**src/rtl/mpu_frame_assembler.sv**
```systemverilog
// Purpose: packs the 14-byte MPU burst into seven 16-bit words, calibrates gyro zero-offsets, then publishes corrected frames.
// Latency: frame_valid and words update 2 clocks after the byte_valid rise of the 14th byte; frame_err 1 clock after its cause.
// Backpressure: none; the byte stream is never stalled, and bad, late or extra bytes are dropped and flagged on frame_err.
// Ports: clk, rst_n (async active-low); byte_valid/byte_data from the I2C master (one byte per rising edge);
//        iic_busy (rising edge = new transaction, resynchronises); accel_x/y/z, temp raw; gyro_x/y/z offset-corrected;
//        frame_valid (1-cycle), cal_done (sticky), frame_err (1-cycle).
module mpu_frame_assembler #(
  parameter int CAL_LOG2   = 6,
  parameter int GAP_CYCLES = 50_000
) (
  input  logic        clk,
  input  logic        rst_n,
  input  logic        byte_valid,
  input  logic [7:0]  byte_data,
  input  logic        iic_busy,
  output logic [15:0] accel_x,
  output logic [15:0] accel_y,
  output logic [15:0] accel_z,
  output logic [15:0] temp,
  output logic [15:0] gyro_x,
  output logic [15:0] gyro_y,
  output logic [15:0] gyro_z,
  output logic        frame_valid,
  output logic        cal_done,
  output logic        frame_err
);

  localparam int AW = 16 + CAL_LOG2;
  localparam int GW = $clog2(GAP_CYCLES + 1);
  localparam logic [GW-1:0]       GAP_LAST   = GW'(GAP_CYCLES - 1);
  localparam logic [CAL_LOG2:0]   CAL_FRAMES = {1'b1, {CAL_LOG2{1'b0}}};
  localparam logic [3:0]          IDX_FULL   = 4'd14;

  typedef enum logic {ST_CAL, ST_RUN} state_t;

  state_t               state_q, state_d;
  logic                 bv_d_q, busy_d_q;
  logic [3:0]           idx_q, idx_d;
  logic [13:0][7:0]     shadow_q, shadow_d;
  logic [GW-1:0]        gap_q, gap_d;
  logic                 err_q, err_d;
  logic                 complete_q, complete_d;
  logic [2:0][AW-1:0]   acc_q, acc_d;
  logic [2:0][15:0]     off_q, off_d;
  logic [CAL_LOG2:0]    fcnt_q, fcnt_d;
  logic [6:0][15:0]     word_q, word_d;
  logic                 fv_q, fv_d;
  logic                 cal_done_q, cal_done_d;

  logic byte_str, busy_rise;
  logic [6:0][15:0] raw;

  // Mean of the calibration sums; arithmetic shift rounds toward -inf.
  function automatic logic [15:0] avg(input logic [AW-1:0] a);
    logic signed [AW-1:0] s;
    s = $signed(a) >>> CAL_LOG2;
    return s[15:0];
  endfunction

  // raw - off at 17 bits, clamped to the signed 16-bit range.
  function automatic logic [15:0] sat16(input logic [15:0] r, input logic [15:0] o);
    logic [16:0] d;
    d = {r[15], r} - {o[15], o};
    if (d[16:15] == 2'b01)      return 16'h7FFF;
    else if (d[16:15] == 2'b10) return 16'h8000;
    else                        return d[15:0];
  endfunction

  assign byte_str  = byte_valid & ~bv_d_q;
  assign busy_rise = iic_busy & ~busy_d_q;

  // Big-endian: even shadow slot is the high byte.
  always_comb begin
    for (int k = 0; k < 7; k++) raw[k] = {shadow_q[2*k], shadow_q[2*k+1]};
  end

  always_comb begin
    idx_d      = idx_q;
    shadow_d   = shadow_q;
    gap_d      = gap_q;
    err_d      = 1'b0;
    complete_d = 1'b0;
    state_d    = state_q;
    acc_d      = acc_q;
    off_d      = off_q;
    fcnt_d     = fcnt_q;
    word_d     = word_q;
    fv_d       = 1'b0;
    cal_done_d = cal_done_q;

    // Byte framing; a new transaction outranks a byte, a byte outranks the gap timeout.
    if (busy_rise) begin
      err_d = (idx_q != 4'd0) && (idx_q != IDX_FULL);
      gap_d = '0;
      if (byte_str) begin
        shadow_d[0] = byte_data;
        idx_d       = 4'd1;
      end else begin
        idx_d       = 4'd0;
      end
    end else if (byte_str) begin
      gap_d = '0;
      if (idx_q == IDX_FULL) begin
        err_d = 1'b1;
      end else begin
        shadow_d[idx_q] = byte_data;
        idx_d           = idx_q + 4'd1;
        complete_d      = (idx_q == 4'd13);
      end
    end else if ((idx_q != 4'd0) && (idx_q != IDX_FULL)) begin
      if (gap_q == GAP_LAST) begin
        err_d = 1'b1;
        idx_d = 4'd0;
        gap_d = '0;
      end else begin
        gap_d = gap_q + 1'b1;
      end
    end else begin
      gap_d = '0;
    end

    // Calibration / run sequencing on each completed frame.
    case (state_q)
      ST_CAL: begin
        if (complete_q) begin
          for (int g = 0; g < 3; g++)
            acc_d[g] = acc_q[g] + {{CAL_LOG2{raw[4+g][15]}}, raw[4+g]};
          fcnt_d = fcnt_q + 1'b1;
        end
        // Evaluated the cycle after the last accumulate, so acc_q holds all frames.
        if (fcnt_q == CAL_FRAMES) begin
          for (int g = 0; g < 3; g++) off_d[g] = avg(acc_q[g]);
          cal_done_d = 1'b1;
          state_d    = ST_RUN;
        end
      end
      ST_RUN: begin
        if (complete_q) begin
          for (int k = 0; k < 4; k++) word_d[k] = raw[k];
          for (int g = 0; g < 3; g++) word_d[4+g] = sat16(raw[4+g], off_q[g]);
          fv_d = 1'b1;
        end
      end
      default: state_d = ST_CAL;
    endcase
  end

  always_ff @(posedge clk or negedge rst_n) begin
    if (!rst_n) begin
      state_q    <= ST_CAL;
      bv_d_q     <= 1'b0;
      busy_d_q   <= 1'b0;
      idx_q      <= 4'd0;
      shadow_q   <= '0;
      gap_q      <= '0;
      err_q      <= 1'b0;
      complete_q <= 1'b0;
      acc_q      <= '0;
      off_q      <= '0;
      fcnt_q     <= '0;
      word_q     <= '0;
      fv_q       <= 1'b0;
      cal_done_q <= 1'b0;
    end else begin
      state_q    <= state_d;
      bv_d_q     <= byte_valid;
      busy_d_q   <= iic_busy;
      idx_q      <= idx_d;
      shadow_q   <= shadow_d;
      gap_q      <= gap_d;
      err_q      <= err_d;
      complete_q <= complete_d;
      acc_q      <= acc_d;
      off_q      <= off_d;
      fcnt_q     <= fcnt_d;
      word_q     <= word_d;
      fv_q       <= fv_d;
      cal_done_q <= cal_done_d;
    end
  end

  assign accel_x     = word_q[0];
  assign accel_y     = word_q[1];
  assign accel_z     = word_q[2];
  assign temp        = word_q[3];
  assign gyro_x      = word_q[4];
  assign gyro_y      = word_q[5];
  assign gyro_z      = word_q[6];
  assign frame_valid = fv_q;
  assign cal_done    = cal_done_q;
  assign frame_err   = err_q;

endmodule

```
**config.mk**
```make
export PLATFORM = sky130hd
export DESIGN_NAME = mpu_frame_assembler
export DESIGN_NICKNAME = d
export VERILOG_FILES = /design/src/rtl/mpu_frame_assembler.sv
export SDC_FILE = /design/constraint.sdc
export NUM_CORES = 1
export LEC_CHECK = 0
export ABC_CLOCK_PERIOD_IN_PS = 5200
export CAP_MARGIN = 20
export CORE_UTILIZATION = 44
export CTS_CLUSTER_SIZE = 10
export DETAILED_ROUTE_END_ITERATION = 8
export HOLD_SLACK_MARGIN = 0.06
export PLACE_DENSITY_LB_ADDON = 0.05
export SETUP_SLACK_MARGIN = 0.15
export SKIP_LAST_GASP = 1
export SYNTH_ARGS = -nofsm -noshare
export SYNTH_HDL_FRONTEND = slang
export SYNTH_SLANG_ARGS = --single-unit
```
**constraint.sdc**
```tcl
create_clock -name clk -period 5.2 [get_ports clk]
set_input_delay 1.04 -clock clk [delete_from_list [all_inputs] [get_ports clk]]
set_output_delay 1.04 -clock clk [all_outputs]
set_load 0.02 [all_outputs]
```
==> impl_table.tex, run 1 <==
\begin{tabular}{lr}
\hline
Metric & Value \\
\hline
\multicolumn{2}{l}{\textbf{Power and ir drop}} \\
Worst-case vdd ir drop & 0.224 mV \\
Part of the total power dissipated in the clock network & 45.4\% \\
Gate power share & 5.5\% \\
Switching Fraction & 23.1\% \\
Static power due to leakage & 10.9 nW \\
Sequential power share & 49.1\% \\
Pwr/cell area & 273 mW/mm\^{}2 \\
Switching power of the nets & 1.45 mW \\
Internal portion of total power & 4.84 mW \\
\multicolumn{2}{l}{\textbf{Logic synthesis}} \\
Portion of netlist area occupied by mux cells & 10.2\% \\
Number of enable flip-flop cells after synthesis & 0 \\
Post-synthesis adder-cell area fraction & 8.24\% \\
Number of instances in the synthesized netlist & 1945 \\
Average size of a mapped cell & 10.2 um\^{}2 \\
Top cells by area, synth & sky130\_fd\_sc\_hd\_\_dfrtp\_1 (47\%), sky130\_fd\_sc\_hd\_\_mux2\_2 (9.9\%), sky130\_fd\_sc\_hd\_\_ha\_1 (7.4\%) \\
Prevailing post-synth register cell & sky130\_fd\_sc\_hd\_\_dfrtp\_1 \\
Post-Synth XOR/XNOR Area & 4.71\% \\
Share of synthesized flip-flops with an asynchronous set or reset & 100\% \\
Net count after synthesis & 2081 \\
Main combinational cell family by area after synthesis & compound AO/OA/AOI/OAI gates \\
Area fraction in and, or, nand and nor cells after synthesis & 12.8\% \\
Sequential cell area fraction in the yosys report & 46.9\% \\
Ys Warns & 0 \\
Mapped Area & 0.0199 mm\^{}2 \\
Post-synthesis compound-gate area fraction & 14.1\% \\
Cell taking the most area after synthesis & sky130\_fd\_sc\_hd\_\_dfrtp\_1 \\
Number of distinct library cells after synthesis & 80 \\
Flip-flop and latch count after synthesis & 372 \\
Proportion of netlist area held by the largest area contributor & 46.9\% \\
\multicolumn{2}{l}{\textbf{Cells and area}} \\
Highest-count cells in the layout ignoring fill and taps & sky130\_fd\_sc\_hd\_\_dfrtp\_1 (372), sky130\_fd\_sc\_hd\_\_nand2\_1 (262), sky130\_fd\_sc\_hd\_\_mux2\_2 (175) \\
Fraction of layout cells with a size suffix above 1 & 13.5\% \\
Commonest non-fill, non-tap cell in the layout & sky130\_fd\_sc\_hd\_\_dfrtp\_1 \\
Number of flip-flops under the largest register name & 112 \\
\# diodes & 0 \\
Fillcell total & 4082 \\
Layout-stage area growth over the synthesis result & 15.8\% \\
Number of non-filler instances in the completed layout & 2663 \\
Final non-filler cell area & 0.0230 mm\^{}2 \\
Final cell utilization of the core & 51.8\% \\
Final-stage net count & 2192 \\
\multicolumn{2}{l}{\textbf{Global routing}} \\
Largest net degree at the start of global routing & 107 \\
Total grt overflow & 0 \\
Total Routing Usage GR & 20.9\% \\
Wire length of the first global-routing pass & 77500 um \\
Vias in the first global route & 14558 \\
Number of antenna violations at the first check in global routing & 2 \\
\multicolumn{2}{l}{\textbf{Status}} \\
Run status & complete, no violations \\
\multicolumn{2}{l}{\textbf{STA}} \\
Max\_slew headroom & 24.0\% \\
Crit share post-route & 62.6\% \\
Number of failing setup endpoints in the final timing report & 0 \\
Largest clock skew in the final design & 0.0306 ns \\
Worst setup margin & 1.94 ns \\
Slew at the pin closest to its max-slew limit & 1.14 ns \\
RSZ-0062 raised after global routing & false \\
Fmax achieved & 307 MHz \\
Max Transition Viols Final & 0 \\
Hold violation total from the final report & 0 \\
Final total negative setup slack & 0 ns \\
Final critical path time including I/O delays and setup & 3.26 ns \\
\multicolumn{2}{l}{\textbf{Clock tree}} \\
Maximum count of clock buffers along a single path & 3 \\
Clock transition at the registers of the reported paths & 0.06 ns \\
Maximum level of the CTS H-tree & 2 \\
Quantity of gates resized following cts & 0 \\
Clk Latency, worst-skew pair & 0.59 ns \\
Number of clock sinks & 372 \\
Number of buffers added by the clock tree synthesis step & 45 \\
Setup Fix Bufs, Post-CTS & 0 \\
CTS tree & yes \\
Cts hold-fix bufs & 0 \\
Root buf cell & sky130\_fd\_sc\_hd\_\_clkbuf\_16 \\
\multicolumn{2}{l}{\textbf{Worst setup path}} \\
Depth of the worst register-to-register path & 9 \\
Required time of the worst setup path & 5.68 ns \\
Type of origin of the critical path & flop \\
Type of element capturing the critical path & flop \\
CP endpoint & gyro\_z[3] \\
Worst setup path category & flop to flop \\
Worst setup startpoint & raw[97] \\
Largest fanout on the critical path & 16 \\
Arrival time of data at the critical path endpoint & 3.73 ns \\
Worst flop-to-flop path startpoint & raw[97] \\
Worst reg2reg path endpoint & gyro\_z[3] \\
Slack of the worst reg-to-reg path & 1.94 ns \\
\multicolumn{2}{l}{\textbf{Floorplanning}} \\
Number of placement rows & 77 \\
Top-level I/O count & 127 \\
Width of the die & 214 um \\
Die footprint & 0.0460 mm\^{}2 \\
CORE AREA & 0.0444 mm\^{}2 \\
Initial core utilization & 44.7\% \\
Vertical die dimension & 214 um \\
\multicolumn{2}{l}{\textbf{Placed design}} \\
Number of buffers inserted by port buffering & 126 \\
Placed standard-cell area & 0.0217 mm\^{}2 \\
Number of placed cells counting well taps & 2601 \\
Post-placement worst setup slack & 1.63 ns \\
Placer's final routability congestion estimate & 0.842 \\
Post-DP HPWL & 32700 um \\
\multicolumn{2}{l}{\textbf{Route}} \\
DRC violations left & 0 \\
First drt pass iteration count & 5 \\
Number of DRC violations after detailed-routing iteration 0 & 829 \\
Average vias per placed instance & 5.38 \\
Average detailed-routed wire length per instance & 17.6 um \\
Total wirelength of the detailed-routed design & 47000 um \\
Post-route ant nets & 0 \\
Vias post-DR & 14329 \\
\multicolumn{2}{l}{\textbf{Flow run}} \\
Max Cap Violations & 0 \\
\multicolumn{2}{l}{\textbf{Worst hold path}} \\
Type of the most critical hold path & flop to flop \\
\hline
\end{tabular}
## kinds of logic after synthesis
group | Yosys count
xor gates and xnor gates | 106
adders and majority gates | 128
DFF | 372
AOI/OAI and AO/OA | 448
buffers and inverters | 156
and+or+nand+nor | 554
muxes | 181
## power groups by stage
| stage | clock, mW | sequential [mW] | combinational [mW] |
|---|---|---|---|
| 2_1_floorplan | 0 | 3.11 | 0.216 |
| 3_3_place_gp | 0 | 3.14 | 0.345 |
| 3_5_place_dp | 0 | 3.14 | 0.354 |
| 4_1_cts | 2.96 | 3.09 | 0.356 |
| 5_1_grt | 3.07 | 3.11 | 0.387 |
| 6_report | 2.86 | 3.09 | 0.345 |
## worst max-delay path, cell delays in order, from the launching register on
cell                        delay (ns)
sky130_fd_sc_hd__dfrtp_1          0.46
sky130_fd_sc_hd__ha_1             0.30
sky130_fd_sc_hd__nor2b_1          0.14
sky130_fd_sc_hd__o2111ai_1        0.25
sky130_fd_sc_hd__nand3_1          0.19
sky130_fd_sc_hd__a311o_1          0.34
sky130_fd_sc_hd__a221o_1          0.34
sky130_fd_sc_hd__xor2_2           0.60
sky130_fd_sc_hd__o21ai_4          0.28
sky130_fd_sc_hd__o21ai_0          0.24
## area by class of cell
type | count | area [um^2] | area share (%)
Sequential cell | 372 | 9310 | 40.5
Clock inverter | 6 | 91.3 | 0.397
Inverter | 83 | 312 | 1.35
Tap cell | 592 | 741 | 3.22
Timing Repair Buffer | 137 | 1370 | 5.97
Clock buffer | 56 | 1210 | 5.25
Multi-Input combinational cell | 1417 | 9970 | 43.3
## synth_stat cells (6+ instances only)
master / count
sky130_fd_sc_hd__a211oi_1: 13
sky130_fd_sc_hd__a21o_1: 50
sky130_fd_sc_hd__a21oi_1: 86
sky130_fd_sc_hd__a31oi_1: 8
sky130_fd_sc_hd__and2_1: 8
sky130_fd_sc_hd__and3_1: 12
sky130_fd_sc_hd__buf_1: 14
sky130_fd_sc_hd__clkbuf_1: 52
sky130_fd_sc_hd__dfrtp_1: 372
sky130_fd_sc_hd__fa_1: 6
sky130_fd_sc_hd__ha_1: 118
sky130_fd_sc_hd__inv_1: 81
sky130_fd_sc_hd__mux2_2: 175
sky130_fd_sc_hd__mux2i_1: 6
sky130_fd_sc_hd__nand2_1: 263
sky130_fd_sc_hd__nand2b_1: 8
sky130_fd_sc_hd__nand3_1: 34
sky130_fd_sc_hd__nand4_1: 13
sky130_fd_sc_hd__nor2_1: 114
sky130_fd_sc_hd__nor2b_1: 21
sky130_fd_sc_hd__nor3_1: 27
sky130_fd_sc_hd__nor3b_1: 11
sky130_fd_sc_hd__o211ai_1: 7
sky130_fd_sc_hd__o21a_1: 10
sky130_fd_sc_hd__o21ai_0: 153
sky130_fd_sc_hd__o21ai_1: 26
sky130_fd_sc_hd__o21ai_2: 12
sky130_fd_sc_hd__o21bai_1: 18
sky130_fd_sc_hd__o31ai_1: 14
sky130_fd_sc_hd__xnor2_1: 67
sky130_fd_sc_hd__xor2_1: 38
## metal layers
metal	vias up	wire length, um	GRT usage [%]
li1	7075	-	-
met4	0	1050	6.17
met5	-	0	0
met2	172	22100	34.7
met3	68	1720	3.63
met1	7014	22100	28.0
## through the flow
stage,hold WS [ns],power [mW]
after CTS,0.469,6.41
after global placement,0.455,3.48
after global routing,0.498,6.56
after detailed placement,0.460,3.49
after floorplan,0.441,3.33
final,0.464,6.29
## how the worst min path moves through the flow
stage	cells after the start	startpoint	end	slack [ns]
finish	1	fcnt_q[6]	fcnt_q[6]	0.46
global route	1	acc_q[65]	acc_q[65]	0.50
CTS	1	fcnt_q[6]	fcnt_q[6]	0.47
detailed placement	1	fcnt_q[6]	fcnt_q[6]	0.46
floorplan	1	fcnt_q[6]	fcnt_q[6]	0.44
global placement	1	cal_done	cal_done	0.45
Power figures use the tool's default switching activity.
==> run 2, diff against run 1 <==
--- a/config.mk
+++ b/config.mk
@@ -5,7 +5,7 @@
 export SDC_FILE = /design/constraint.sdc
 export NUM_CORES = 1
 export LEC_CHECK = 0
-export ABC_CLOCK_PERIOD_IN_PS = 5200
+export ABC_CLOCK_PERIOD_IN_PS = 2600
 export CAP_MARGIN = 20
 export CORE_UTILIZATION = 44
 export CTS_CLUSTER_SIZE = 10
==> constraint.sdc (replaced) <==
create_clock -name clk -period 2.6 [get_ports clk]
set_input_delay 0.52 -clock clk [delete_from_list [all_inputs] [get_ports clk]]
set_output_delay 0.52 -clock clk [all_outputs]
set_load 0.02 [all_outputs]
==> run 2 against run 1 <==
The flow now finishes with violations (setup timing); worst hold slack got worse by 0.054 ns; final area increased by 11%; wire length increased by 8.9%; clock power increased by 110%; register-to-register slack got worse by 1.9 ns; global-route usage increased by 1.4 points; die area unchanged; count of clock-buffer cells in the layout decreased by 6; sequential power increased by 100%; largest power group unchanged; first-iteration DRC count decreased by 16%; setup slack got worse by 1.9 ns.
==> impl_table.tex, run 2 (synthesis results as in run 1) <==
\begin{tabular}{lr}
\hline
Metric & Value \\
\hline
\multicolumn{2}{l}{\textbf{Floorplanning}} \\
Top-level I/O count & 127 \\
CORE AREA & 0.0444 mm\^{}2 \\
Width of the die & 214 um \\
Initial core utilization & 44.7\% \\
Number of placement rows & 77 \\
Die footprint & 0.0460 mm\^{}2 \\
Vertical die dimension & 214 um \\
\multicolumn{2}{l}{\textbf{Global routing}} \\
Total Routing Usage GR & 22.3\% \\
Largest net degree at the start of global routing & 74 \\
M3 GR Usage & 3.93\% \\
Most heavily used metal layer in global routing & met2 \\
Wire length of the first global-routing pass & 82500 um \\
Total grt overflow & 0 \\
Global routing usage on met1 & 29.8\% \\
Vias in the first global route & 15373 \\
Met2 GRT Util & 36.5\% \\
Number of antenna violations at the first check in global routing & 2 \\
\multicolumn{2}{l}{\textbf{Worst hold path}} \\
Type of the most critical hold path & input pin to flop \\
Origin of the worst min-delay path & byte\_valid \\
\multicolumn{2}{l}{\textbf{STA}} \\
Max\_slew headroom & 54.7\% \\
Fmax achieved & 384 MHz \\
Slew at the pin closest to its max-slew limit & 0.680 ns \\
Worst setup margin & -0.00579 ns \\
Max Transition Viols Final & 0 \\
RSZ-0062 raised after global routing & true \\
Final critical path time including I/O delays and setup & 2.61 ns \\
Hold violation total from the final report & 0 \\
Crit share post-route & 100\% \\
Number of failing setup endpoints in the final timing report & 1 \\
Final total negative setup slack & -0.00579 ns \\
Largest clock skew in the final design & 0.0182 ns \\
\multicolumn{2}{l}{\textbf{Cells and area}} \\
Commonest non-fill, non-tap cell in the layout & sky130\_fd\_sc\_hd\_\_dfrtp\_1 \\
Number of flip-flops under the largest register name & 112 \\
Layout-stage area growth over the synthesis result & 29.1\% \\
\# diodes & 0 \\
Fillcell total & 3870 \\
Final-stage net count & 2366 \\
Fraction of layout cells with a size suffix above 1 & 26.9\% \\
Highest-count cells in the layout ignoring fill and taps & sky130\_fd\_sc\_hd\_\_dfrtp\_1 (367), sky130\_fd\_sc\_hd\_\_nand2\_1 (262), sky130\_fd\_sc\_hd\_\_mux2\_2 (174) \\
Final non-filler cell area & 0.0256 mm\^{}2 \\
\multicolumn{2}{l}{\textbf{Power and ir drop}} \\
Pwr/cell area & 502 mW/mm\^{}2 \\
Static power due to leakage & 12.0 nW \\
Final Total Pwr & 12.9 mW \\
Worst-case vdd ir drop & 0.500 mV \\
\multicolumn{2}{l}{\textbf{Worst setup path}} \\
Worst flop-to-flop path startpoint & raw[96] \\
Type of origin of the critical path & flop \\
Largest fanout on the critical path & 3 \\
Worst setup startpoint & raw[96] \\
Worst setup path category & flop to flop \\
Required time of the worst setup path & 3.06 ns \\
Arrival time of data at the critical path endpoint & 3.06 ns \\
Type of element capturing the critical path & flop \\
\multicolumn{2}{l}{\textbf{Clock tree}} \\
Maximum count of clock buffers along a single path & 3 \\
Clk Latency, worst-skew pair & 0.59 ns \\
Maximum level of the CTS H-tree & 2 \\
Root buf cell & sky130\_fd\_sc\_hd\_\_clkbuf\_16 \\
CTS tree & yes \\
Number of clock sinks & 372 \\
Number of buffers added by the clock tree synthesis step & 45 \\
Clock transition at the registers of the reported paths & 0.05 ns \\
\multicolumn{2}{l}{\textbf{Route}} \\
Number of DRC violations after detailed-routing iteration 0 & 696 \\
First drt pass iteration count & 5 \\
Average vias per placed instance & 5.38 \\
Average detailed-routed wire length per instance & 18.1 um \\
DRC violations left & 0 \\
Vias post-DR & 15248 \\
Total wirelength of the detailed-routed design & 51200 um \\
Post-route ant nets & 0 \\
\multicolumn{2}{l}{\textbf{Placed design}} \\
Number of buffers inserted by port buffering & 126 \\
Post-placement worst setup slack & -0.102 ns \\
Placer's final routability congestion estimate & 0.852 \\
Placed standard-cell area & 0.0228 mm\^{}2 \\
Post-DP HPWL & 34800 um \\
\multicolumn{2}{l}{\textbf{Status}} \\
Violations in the final reports & setup timing \\
Run status & complete, but fails checks \\
\multicolumn{2}{l}{\textbf{Flow run}} \\
Max Cap Violations & 0 \\
\hline
\end{tabular}
run 2: per-stage QoR:
stage	instances	hold WS, ns	utilization, %
detailed placement	2719	0.422	51.3
floorplan	1945	0.224	-
CTS	2809	0.379	56.0
global placement	2719	0.421	51.3
finish	2834	0.411	57.7
global route	2834	0.416	57.7
run 2: timing repair:
| action | 4_1_cts | 5_1_grt |
|---|---|---|
| cloned | 3 | 0 |
| hold buffers | 1 | 0 |
| pin swaps | 54 | 92 |
| setup endpoints to repair | 72 | 81 |
| gates resized for setup | 128 | 135 |
| setup buffers | 27 | 25 |
| endpoints found under the hold margin | 29 | 0 |
run 2: report_power, final:
| group | switching, mW | internal [mW] | total (mW) | leakage (nW) |
|---|---|---|---|---|
| logic | 0.426 | 0.375 | 0.801 | 6.26 |
| clock network | 2.44 | 3.47 | 5.91 | 0.654 |
| registers | 0.125 | 6.04 | 6.17 | 5.12 |
run 2: per-layer routing:
| metal | up-vias | routed length (um) |
|---|---|---|
| li1 | 7396 | - |
| met1 | 7524 | 23100 |
| met2 | 244 | 24200 |
| met3 | 84 | 2200 |
| met4 | 0 | 1650 |
| met5 | - | 0 |
run 2: layout make-up:
| cell class | instances | area (um^2) | area share [%] |
|---|---|---|---|
| multi-input combinational | 1418 | 11000 | 42.8 |
| tap | 592 | 741 | 2.89 |
| clock buffer | 50 | 1160 | 4.54 |
| inverter | 83 | 314 | 1.22 |
| clock inverter | 9 | 174 | 0.678 |
| timing repair buffer | 310 | 2950 | 11.5 |
| sequential | 372 | 9320 | 36.3 |
run 2: final timing paths:
path	endpoint	slack, ns	cells after the start
max	gyro_z[13]	-0.006	13
min	bv_d_q	0.41	1
max reg2reg	gyro_z[13]	-0.006	13
min reg2reg	acc_q[43]	0.47	1
min in group asynchronous	gyro_y[3]	0.42	2
max in group asynchronous	gyro_z[14]	1.39	3
run 2: critical path: stages, from the launching register on:
cell and delay [ns]:
sky130_fd_sc_hd__dfrtp_1 0.39, sky130_fd_sc_hd__inv_2 0.09, sky130_fd_sc_hd__ha_4 0.13, sky130_fd_sc_hd__inv_2 0.03
sky130_fd_sc_hd__fa_2 0.36, sky130_fd_sc_hd__a21oi_4 0.20, sky130_fd_sc_hd__o22ai_4 0.09, sky130_fd_sc_hd__o41ai_4 0.35
sky130_fd_sc_hd__o41ai_2 0.13, sky130_fd_sc_hd__nand2_1 0.11, sky130_fd_sc_hd__a31oi_4 0.13, sky130_fd_sc_hd__buf_4 0.18
sky130_fd_sc_hd__a211oi_2 0.24, sky130_fd_sc_hd__o21ai_2 0.07
